===== config.mk =====
export PLATFORM = sky130hd
export DESIGN_NAME = ccd_timing_gen_flat
export DESIGN_NICKNAME = d
export VERILOG_FILES = /design/src/rtl/ccd_timing_pkg.sv /design/src/rtl/ccd_timing_gen_if.sv /design/src/rtl/ccd_phase_ch.sv /design/src/rtl/ccd_timing_gen.sv /design/src/flat_wrapper.sv
export SDC_FILE = /design/constraint.sdc
export NUM_CORES = 1
export LEC_CHECK = 0
export BUFFER_PORTS_ARGS = -buffer_cell sky130_fd_sc_hd__buf_2
export CELL_PAD_IN_SITES_DETAIL_PLACEMENT = 0
export CELL_PAD_IN_SITES_GLOBAL_PLACEMENT = 2
export CORE_UTILIZATION = 44
export CTS_CLUSTER_SIZE = 20
export DETAILED_ROUTE_END_ITERATION = 16
export GPL_TIMING_DRIVEN = 0
export PLACE_DENSITY = 0.94
export SYNTH_ARGS = -nofsm -noshare
export SYNTH_HDL_FRONTEND = slang
export SYNTH_SLANG_ARGS = --single-unit

===== constraint.sdc =====
create_clock -name sys_clk -period 8.2 [get_ports sys_clk]
set_input_delay 2.46 -clock sys_clk [delete_from_list [all_inputs] [get_ports sys_clk]]
set_output_delay 2.46 -clock sys_clk [all_outputs]
set_load 0.01 [all_outputs]

===== src/rtl/ccd_timing_pkg.sv =====
// Shared configuration record, reset defaults and load validation for the
// CCD/AFE timing generator.
package ccd_timing_pkg;

  localparam int CFG_CNT_W  = 8;
  localparam int CFG_LINE_W = 16;
  localparam int CFG_NUM_CH = 6;

  typedef struct packed {
    logic [CFG_CNT_W-1:0]                 period;
    logic [CFG_NUM_CH-1:0][CFG_CNT_W-1:0] rise;
    logic [CFG_NUM_CH-1:0][CFG_CNT_W-1:0] fall;
    logic [CFG_NUM_CH-1:0]                pol;
    logic [CFG_NUM_CH-1:0]                hold;
    logic [CFG_LINE_W-1:0]                line_len;
    logic [CFG_LINE_W-1:0]                sh_len;
  } cfg_t;

  localparam cfg_t CFG_RESET = '{
    period:   CFG_CNT_W'(4),
    rise:     '0,
    fall:     '0,
    pol:      '0,
    hold:     '0,
    line_len: CFG_LINE_W'(2),
    sh_len:   CFG_LINE_W'(1)
  };

  // Every edge must land inside the period and SH must end before the line does.
  function automatic logic cfg_valid(input cfg_t c);
    logic ok;
    ok = (c.period >= CFG_CNT_W'(2)) && (c.line_len >= CFG_LINE_W'(2)) &&
         (c.sh_len != '0) && (c.sh_len < c.line_len);
    for (int k = 0; k < CFG_NUM_CH; k++) begin
      if ((c.rise[k] >= c.period) || (c.fall[k] >= c.period)) ok = 1'b0;
    end
    return ok;
  endfunction

endpackage


===== src/rtl/ccd_timing_gen_if.sv =====
// Config bus and timing outputs between the register block (master) and the
// timing generator (slave).
interface ccd_timing_gen_if #(
  parameter int CNT_W  = ccd_timing_pkg::CFG_CNT_W,
  parameter int LINE_W = ccd_timing_pkg::CFG_LINE_W,
  parameter int NUM_CH = ccd_timing_pkg::CFG_NUM_CH
);

  logic                    en;
  logic                    cfg_load;
  logic [CNT_W-1:0]        cfg_period;
  logic [NUM_CH*CNT_W-1:0] cfg_rise;
  logic [NUM_CH*CNT_W-1:0] cfg_fall;
  logic [NUM_CH-1:0]       cfg_pol;
  logic [NUM_CH-1:0]       cfg_hold;
  logic [LINE_W-1:0]       cfg_line_len;
  logic [LINE_W-1:0]       cfg_sh_len;
  logic [NUM_CH-1:0]       ph;
  logic                    sh;
  logic                    pix_start;
  logic                    line_start;
  logic                    cfg_err;

  modport master (
    output en, cfg_load, cfg_period, cfg_rise, cfg_fall, cfg_pol, cfg_hold,
           cfg_line_len, cfg_sh_len,
    input  ph, sh, pix_start, line_start, cfg_err
  );

  modport slave (
    input  en, cfg_load, cfg_period, cfg_rise, cfg_fall, cfg_pol, cfg_hold,
           cfg_line_len, cfg_sh_len,
    output ph, sh, pix_start, line_start, cfg_err
  );

endinterface


===== src/rtl/ccd_phase_ch.sv =====
// One pixel-rate phase output: window compare against the pixel counter,
// SH hold override, polarity and output register.
module ccd_phase_ch #(
  parameter int CNT_W = 8
) (
  input  logic             clk,
  input  logic             rst_n,
  input  logic             en,
  input  logic             sh_next,
  input  logic [CNT_W-1:0] cnt,
  input  logic [CNT_W-1:0] rise,
  input  logic [CNT_W-1:0] fall,
  input  logic             pol,
  input  logic             hold,
  output logic             ph
);

  logic win;
  logic ph_d, ph_q;

  // rise > fall describes a window that wraps through cnt == 0.
  always_comb begin
    win = 1'b0;
    if (rise < fall) begin
      win = (cnt >= rise) && (cnt < fall);
    end else if (rise > fall) begin
      win = (cnt >= rise) || (cnt < fall);
    end
    ph_d = pol ^ (en && win && !(sh_next && hold));
  end

  always_ff @(posedge clk or negedge rst_n) begin
    if (!rst_n) ph_q <= 1'b0;
    else        ph_q <= ph_d;
  end

  assign ph = ph_q;

endmodule


===== src/rtl/ccd_timing_gen.sv =====
// CCD/AFE timing generator: pixel/line counters, validated pending/active
// shadow configuration, SH pulse, markers and NUM_CH phase channels.
module ccd_timing_gen
  import ccd_timing_pkg::*;
#(
  parameter int CNT_W  = CFG_CNT_W,
  parameter int LINE_W = CFG_LINE_W,
  parameter int NUM_CH = CFG_NUM_CH
) (
  input logic             sys_clk,
  input logic             rst_n,
  ccd_timing_gen_if.slave bus
);

  cfg_t              cfg_in;
  cfg_t              act_d, act_q;
  cfg_t              pend_cfg_d, pend_cfg_q;
  logic              pend_d, pend_q;
  logic              err_d, err_q;
  logic [CNT_W-1:0]  cnt_d, cnt_q;
  logic [LINE_W-1:0] pix_d, pix_q;
  logic              sh_d, sh_q;
  logic              pix_start_d, pix_start_q;
  logic              line_start_d, line_start_q;
  logic              cnt_wrap;
  logic [NUM_CH-1:0] ph;

  always_comb begin
    cfg_in          = CFG_RESET;
    cfg_in.period   = bus.cfg_period;
    cfg_in.rise     = bus.cfg_rise;
    cfg_in.fall     = bus.cfg_fall;
    cfg_in.pol      = bus.cfg_pol;
    cfg_in.hold     = bus.cfg_hold;
    cfg_in.line_len = bus.cfg_line_len;
    cfg_in.sh_len   = bus.cfg_sh_len;
  end

  // Pending set only reaches the active set on the last cycle of a period
  // (or at once when idle), so no period ever mixes two configurations.
  always_comb begin
    act_d      = act_q;
    pend_cfg_d = pend_cfg_q;
    pend_d     = pend_q;
    err_d      = err_q;
    cnt_d      = '0;
    pix_d      = '0;
    cnt_wrap   = (cnt_q >= act_q.period - CNT_W'(1));

    if (pend_q && (!bus.en || cnt_wrap)) begin
      act_d  = pend_cfg_q;
      pend_d = 1'b0;
    end

    if (bus.cfg_load) begin
      if (cfg_valid(cfg_in)) begin
        pend_cfg_d = cfg_in;
        pend_d     = 1'b1;
        err_d      = 1'b0;
      end else begin
        err_d = 1'b1;
      end
    end

    if (bus.en) begin
      if (cnt_wrap) begin
        cnt_d = '0;
        pix_d = (pix_q >= act_q.line_len - LINE_W'(1)) ? '0 : pix_q + LINE_W'(1);
      end else begin
        cnt_d = cnt_q + CNT_W'(1);
        pix_d = pix_q;
      end
    end

    sh_d         = bus.en && (pix_q < act_q.sh_len);
    pix_start_d  = bus.en && (cnt_q == '0);
    line_start_d = pix_start_d && (pix_q == '0);
  end

  always_ff @(posedge sys_clk or negedge rst_n) begin
    if (!rst_n) begin
      act_q        <= CFG_RESET;
      pend_cfg_q   <= CFG_RESET;
      pend_q       <= 1'b0;
      err_q        <= 1'b0;
      cnt_q        <= '0;
      pix_q        <= '0;
      sh_q         <= 1'b0;
      pix_start_q  <= 1'b0;
      line_start_q <= 1'b0;
    end else begin
      act_q        <= act_d;
      pend_cfg_q   <= pend_cfg_d;
      pend_q       <= pend_d;
      err_q        <= err_d;
      cnt_q        <= cnt_d;
      pix_q        <= pix_d;
      sh_q         <= sh_d;
      pix_start_q  <= pix_start_d;
      line_start_q <= line_start_d;
    end
  end

  for (genvar k = 0; k < NUM_CH; k++) begin : g_ch
    ccd_phase_ch #(.CNT_W(CNT_W)) u_ch (
      .clk     (sys_clk),
      .rst_n   (rst_n),
      .en      (bus.en),
      .sh_next (sh_d),
      .cnt     (cnt_q),
      .rise    (act_q.rise[k]),
      .fall    (act_q.fall[k]),
      .pol     (act_q.pol[k]),
      .hold    (act_q.hold[k]),
      .ph      (ph[k])
    );
  end

  assign bus.ph         = ph;
  assign bus.sh         = sh_q;
  assign bus.pix_start  = pix_start_q;
  assign bus.line_start = line_start_q;
  assign bus.cfg_err    = err_q;

endmodule


===== src/flat_wrapper.sv =====
// flat-port wrapper written by rule: the top's interface ports become plain ports
module ccd_timing_gen_flat import ccd_timing_pkg::*;
#(
  parameter int CNT_W  = CFG_CNT_W,
  parameter int LINE_W = CFG_LINE_W,
  parameter int NUM_CH = CFG_NUM_CH
)
  (sys_clk, rst_n, bus_en, bus_cfg_load, bus_cfg_period, bus_cfg_rise, bus_cfg_fall, bus_cfg_pol, bus_cfg_hold, bus_cfg_line_len, bus_cfg_sh_len, bus_ph, bus_sh, bus_pix_start, bus_line_start, bus_cfg_err);
  ccd_timing_gen_if #(.CNT_W(CNT_W), .LINE_W(LINE_W), .NUM_CH(NUM_CH)) bus_i ();
  input logic sys_clk;
  input logic rst_n;
  input wire logic [$bits(bus_i.en)-1:0] bus_en;
  input wire logic [$bits(bus_i.cfg_load)-1:0] bus_cfg_load;
  input wire logic [$bits(bus_i.cfg_period)-1:0] bus_cfg_period;
  input wire logic [$bits(bus_i.cfg_rise)-1:0] bus_cfg_rise;
  input wire logic [$bits(bus_i.cfg_fall)-1:0] bus_cfg_fall;
  input wire logic [$bits(bus_i.cfg_pol)-1:0] bus_cfg_pol;
  input wire logic [$bits(bus_i.cfg_hold)-1:0] bus_cfg_hold;
  input wire logic [$bits(bus_i.cfg_line_len)-1:0] bus_cfg_line_len;
  input wire logic [$bits(bus_i.cfg_sh_len)-1:0] bus_cfg_sh_len;
  output wire logic [$bits(bus_i.ph)-1:0] bus_ph;
  output wire logic [$bits(bus_i.sh)-1:0] bus_sh;
  output wire logic [$bits(bus_i.pix_start)-1:0] bus_pix_start;
  output wire logic [$bits(bus_i.line_start)-1:0] bus_line_start;
  output wire logic [$bits(bus_i.cfg_err)-1:0] bus_cfg_err;
  assign bus_i.en = bus_en;
  assign bus_i.cfg_load = bus_cfg_load;
  assign bus_i.cfg_period = bus_cfg_period;
  assign bus_i.cfg_rise = bus_cfg_rise;
  assign bus_i.cfg_fall = bus_cfg_fall;
  assign bus_i.cfg_pol = bus_cfg_pol;
  assign bus_i.cfg_hold = bus_cfg_hold;
  assign bus_i.cfg_line_len = bus_cfg_line_len;
  assign bus_i.cfg_sh_len = bus_cfg_sh_len;
  assign bus_ph = bus_i.ph;
  assign bus_sh = bus_i.sh;
  assign bus_pix_start = bus_i.pix_start;
  assign bus_line_start = bus_i.line_start;
  assign bus_cfg_err = bus_i.cfg_err;
  ccd_timing_gen #(.CNT_W(CNT_W), .LINE_W(LINE_W), .NUM_CH(NUM_CH)) u_core (.sys_clk(sys_clk), .rst_n(rst_n), .bus(bus_i));
endmodule

[Word-level counts from Yosys, hierarchy flattened]
Index checks and enable logic that the tools add are counted.
Operators by class
  bitwise operators: 6
  order comparisons: 42
  reductions and logical operators: 55
  mux-type cells: 28
  equal/unequal tests: 1
  add/sub/neg operators: 4
Operators with widths (number)
  8-bit greater-or-equal comparator: 19
  8-bit < comparator: 12
  8-bit greater-than comparator: 6
  16-bit 2-to-1 mux: 3
  16-bit < comparator: 2
  1-bit logical AND: 31
  1-bit 2-to-1 mux: 23
  16-bit by 1-bit adder with 16-bit output, second input constant: 1
  16-bit greater-or-equal comparator: 1
  16-bit by 2-bit greater-or-equal comparator with 1-bit output, second input constant: 1
  16-bit logical NOT: 1
  8-bit 2-to-1 mux: 2
  16-bit nonzero test: 1
  16-bit by 1-bit subtractor with 16-bit output, second input constant: 1
  1-bit logical OR: 13
  8-bit by 1-bit adder with 8-bit output, second input constant: 1
  8-bit by 2-bit greater-or-equal comparator with 1-bit output, second input constant: 1
  8-bit logical NOT: 1
  8-bit by 1-bit subtractor with 8-bit output, second input constant: 1
  1-bit logical NOT: 7
  1-bit XOR: 6
  2-bit by 1-bit inequality test with 1-bit output, second input constant: 1
  2-bit AND reduction: 1
Word-level totals
  register bits after elaboration: 331
  output and inout port bits: 10
  bits of input ports: 152
  logic and storage cells: 183

[Depth between registers and ports, before layout]
  depth in word-level cells: 13
  depth in mapped cells: 16
  gate-level depth less buffers: 15

[By module]
From an unflattened synthesis, not the netlist that was laid out.
Second synthesis, totals
  cells, all modules: 1695
  area total of the unflattened synthesis: 19924.1 µm²
By module, submodules not included
  ccd_timing_gen: cells each 1227, area an instance 16320.7 µm², instances 1
  ccd_phase_ch: cells each 78, area an instance 600.6 µm², instances 6

[Least setup slack after synthesis]
No wires, ideal clock.
  kind: input port to flip-flop
  start: input port bus_cfg_period[7]
  end: register u_core.pend_cfg_q[100] (netlist name)
  setup slack: 3027 ps
  stages: 11
  data arrival time: 5046 ps
  buffers on the path: 2
  cell sequence: inv_1 ha_1 and3_1 a31oi_1 nand3_1 or4_1 nor4_2 o2111ai_2 buf_4 buf_6 mux2_1
On the way
  longest elaborated chain between the ends: 12
  elaborated cells on any way between the ends: 30
  those cells by class: order compare: 13; mux: 7; reduce/logical: 10
RTL lines
  start: declaration: line flat_wrapper.sv:14  | input wire logic [$bits(bus_i.cfg_period)-1:0] bus_cfg_period;
  8-bit by 2-bit greater-or-equal comparator with 1-bit output: line ccd_timing_pkg.sv:32  | ok = (c.period >= CFG_CNT_W'(2)) && (c.line_len >= CFG_LINE_W'(2)) &&
  1-bit logical AND (2 in a row): line ccd_timing_pkg.sv:32
  1-bit logical AND: line ccd_timing_pkg.sv:33  | (c.sh_len != '0) && (c.sh_len < c.line_len);
  1-bit 2-to-1 mux (5 in a row): line ccd_timing_pkg.sv:35  | if ((c.rise[k] >= c.period) || (c.fall[k] >= c.period)) ok = 1'b0;
  1-bit 2-to-1 mux (*): line ccd_timing_pkg.sv:35
  1-bit 2-to-1 mux (*): line ccd_timing_gen.sv:55  | if (bus.cfg_load) begin
  2-bit AND reduction (no line) (*)
  end signal: assignment: line ccd_timing_gen.sv:93  | pend_cfg_q <= pend_cfg_d;
  end: declaration: line ccd_timing_gen.sv:17  | cfg_t pend_cfg_d, pend_cfg_q;
Mark *: on every way between the ends. The rest lies on a longest branch, timed or not. The select of a mux whose other input is x is not followed.
A chain may end at the register's enable or synchronous reset.

[Worst setup path after layout]
  start: input port bus_cfg_period[1]
  end: register u_core.pend_cfg_q[54] (netlist name)
The elaborated chain is that of the path after synthesis.

==> results.cfg <==
[setup_path]
crit_required_ns = 8.64
r2r_cells = 13
end_kind = flip-flop
critPathKind = input port to flip-flop
worstPathArrival_ns = 6.34
crit_path_max_fanout = 12
worstSetupStartpointType = input port

[finish]
antenna_cells = 0
regArea_um2 = 8290
final_core_util_pct = 50.9
syn_to_final_growth_pct = 14.3
final_layout_size_suffix_gt1_share_pct = 23.9
multiInputGateArea_um2 = 10500
nFillCells = 4048
nets = 2353

[clocking]
htree_levels = 2
cts_inserted_buffers = 37
cts_setup_buffers = 0
clkSinkCount = 331
cts.repair.resized = 0
tritoncts = done
clkSlewWorstSetupHoldPaths_ns = 0.06
cts_root_buf = clkbuf_16
cts.path.max_buffers = 3
clock_latency_ns = 0.55
cts-hold-fix-buffers = 0

[logic_synthesis]
ys.flop_type = dfrtp_1
synthDominantCellAreaShare_pct = 41.4
synth-xor-area-share_pct = 1.43
synth_common_cells = dfrtp_1, ha_1, mux2_2, inv_1, mux2_1
synth_cells = 1704
synth_seq_cells = 331
ys.warnings.count = 0
synth_area_leaders = dfrtp_1, ha_1, mux2_2
yosysTopAreaCell = dfrtp_1
synth_compound_area_share_pct = 8.59
avgSynthCellArea_um2 = 11.5
yosys.area_share.simple_pct = 7.38
syn_area_um2 = 19700
synth_most_common_cell = dfrtp_1
async_flop_share_pct = 100
synth_fa_ha_area_share_pct = 19.0
synth_top_family_by_area = adder cells
synth_edf_count = 0
seq_area_frac_synth_pct = 42.2
synthMuxAreaShare_pct = 17.0
yosys.cell_types.count = 55
syn_nets = 2150

[placed_design]
post-dp-hpwl_um = 40100
gp_congestion = 0.882
portBuffers = 161
place_ws_ns = 1.72

[grt]
grt_pass1_vias = 13900
grt_antenna_before_repair = 2
grt.total_usage_pct = 24.3
grt_max_degree = 119
overflow = 0
grt_pass1_wl_um = 82000

[power_and_ir_drop]
ir_drop_mv = 0.124
power_mw = 4.16
leakagePower_nw = 11.7
powerDensity_nw_per_um2 = 185

[route]
wl_per_cell_um = 21.3
vias = 14100
drtIter0Drc = 817
drt-total-wl_um = 53700
post-route-drc-count = 0
final_antenna_net_count = 0
detailedRoute.firstPassIterationCount = 5
viasPerCell = 5.58

[floorplan]
dieWidth_um = 213
pin_count = 162
rows = 77
dieArea_um2 = 45500
core_area_um2 = 44100
die_h_um = 213
initial_core_util_pct = 44.5

[run]
maxCapViolCount = 0

[sta]
hold_viol = 0
finalSetupViolations = 0
setup_tns_ns = 0
drv_slew = 0
slew_headroom_pct = 19.1
fin_worst_skew_ns = 0.0143
worst_slew_pin_slew_ns = 1.21
fmax_ghz = 0.169
layout_setup_ws_ns = 2.29
fin_crit_sh_pct = 72.0
rsz0062_at_grt = no
period_needed_ns = 5.91
whs_ns = 0.459

[min_path]
min_path_type = flip-flop to flip-flop
min_path_cells = 1

[status]
status = finished clean
-- cells by family after synthesis --
| family | count (synthesis) |
|---|---|
| and+or+nand+nor | 279 |
| AOI/OAI and AO/OA | 264 |
| buffers and inverters | 202 |
| xor gates and xnor gates | 32 |
| DFF | 331 |
| muxes | 297 |
| adders and majority gates | 299 |
-- cell usage in the layout (no fill, tap or decap), types with 19 or more instances in the layout --
master and instances:
a211oi_1 23, a21oi_1 71, buf_2 173, clkbuf_1 19
clkbuf_16 37, dfrtp_1 325, ha_1 294, inv_1 157
mux2_1 98, mux2_2 199, nand2_1 72, nand3_1 24
nand4_1 28, nor2_1 47, nor2b_1 19, o21ai_0 63
-- worst paths after layout --
check                             startpoint                      to  slack, ns
setup / recovery           bus_cfg_period[1]   u_core.pend_cfg_q[54]       2.29
hold / removal              u_core.act_q[39]  u_core.g_ch[1].u_ch.ph       0.46
setup reg to reg             u_core.cnt_q[0]       u_core.act_q[103]       2.58
hold reg to reg             u_core.act_q[39]  u_core.g_ch[1].u_ch.ph       0.46
max in group asynchronous              rst_n  u_core.pend_cfg_q[125]       4.66
min in group asynchronous              rst_n   u_core.pend_cfg_q[21]       1.93
-- registers in the layout (all words and copies together) (netlist names) --
signal / count
u_core.bus.cfg_err: 1
u_core.pend_cfg_q: 148
u_core.act_q: 148
u_core.pix_q: 16
u_core.bus.sh: 1
u_core.pend_q: 1
u_core.cnt_q: 8
u_core.bus.pix_start: 1
u_core.bus.line_start: 1
u_core.g_ch.u_ch.ph: 6
-- worst max-delay path, stage by stage --
cell	delay, ns
buf_2	0.12
inv_1	0.72
ha_1	0.38
o21ai_0	0.14
a21oi_1	0.06
o31ai_1	0.58
o21ai_0	0.28
nor4_1	0.37
o2111ai_2	0.30
clkbuf_1	0.49
mux2_2	0.42
-- stage by stage --
step,cell area [um^2],cells
2_1_floorplan,19700,1704
3_3_place_gp,21200,2457
3_5_place_dp,21300,2459
4_1_cts,22400,2522
5_1_grt,22500,2523
6_report,22500,2523
-- routing by layer --
| layer | wire length (um) | track usage [%] | vias up |
|---|---|---|---|
| met1 | 24800 | 33.9 | 7053 |
| met3 | 2930 | 4.34 | 82 |
| met4 | 1490 | 8.00 | 2 |
| met5 | 13 | 0 | - |
| met2 | 24500 | 38.2 | 335 |
| li1 | - | - | 6597 |
-- power by group --
part / switching (mW) / total (mW) / internal [mW] / leakage, nW
clock network: 0.688 / 1.65 / 0.960 / 0.577
registers: 0.118 / 1.79 / 1.68 / 4.58
logic: 0.402 / 0.713 / 0.310 / 6.56
-- final cells by class --
cell class                 instances  area share, %
clock buffer                      45           4.43
tap                              592           3.30
multi-input combinational       1171           46.7
sequential                       331           36.9
buffer                            45           1.28
inverter                         157           2.62
clock inverter                    18          0.813
timing repair buffer             164           3.93
Power figures use the tool's default switching activity.
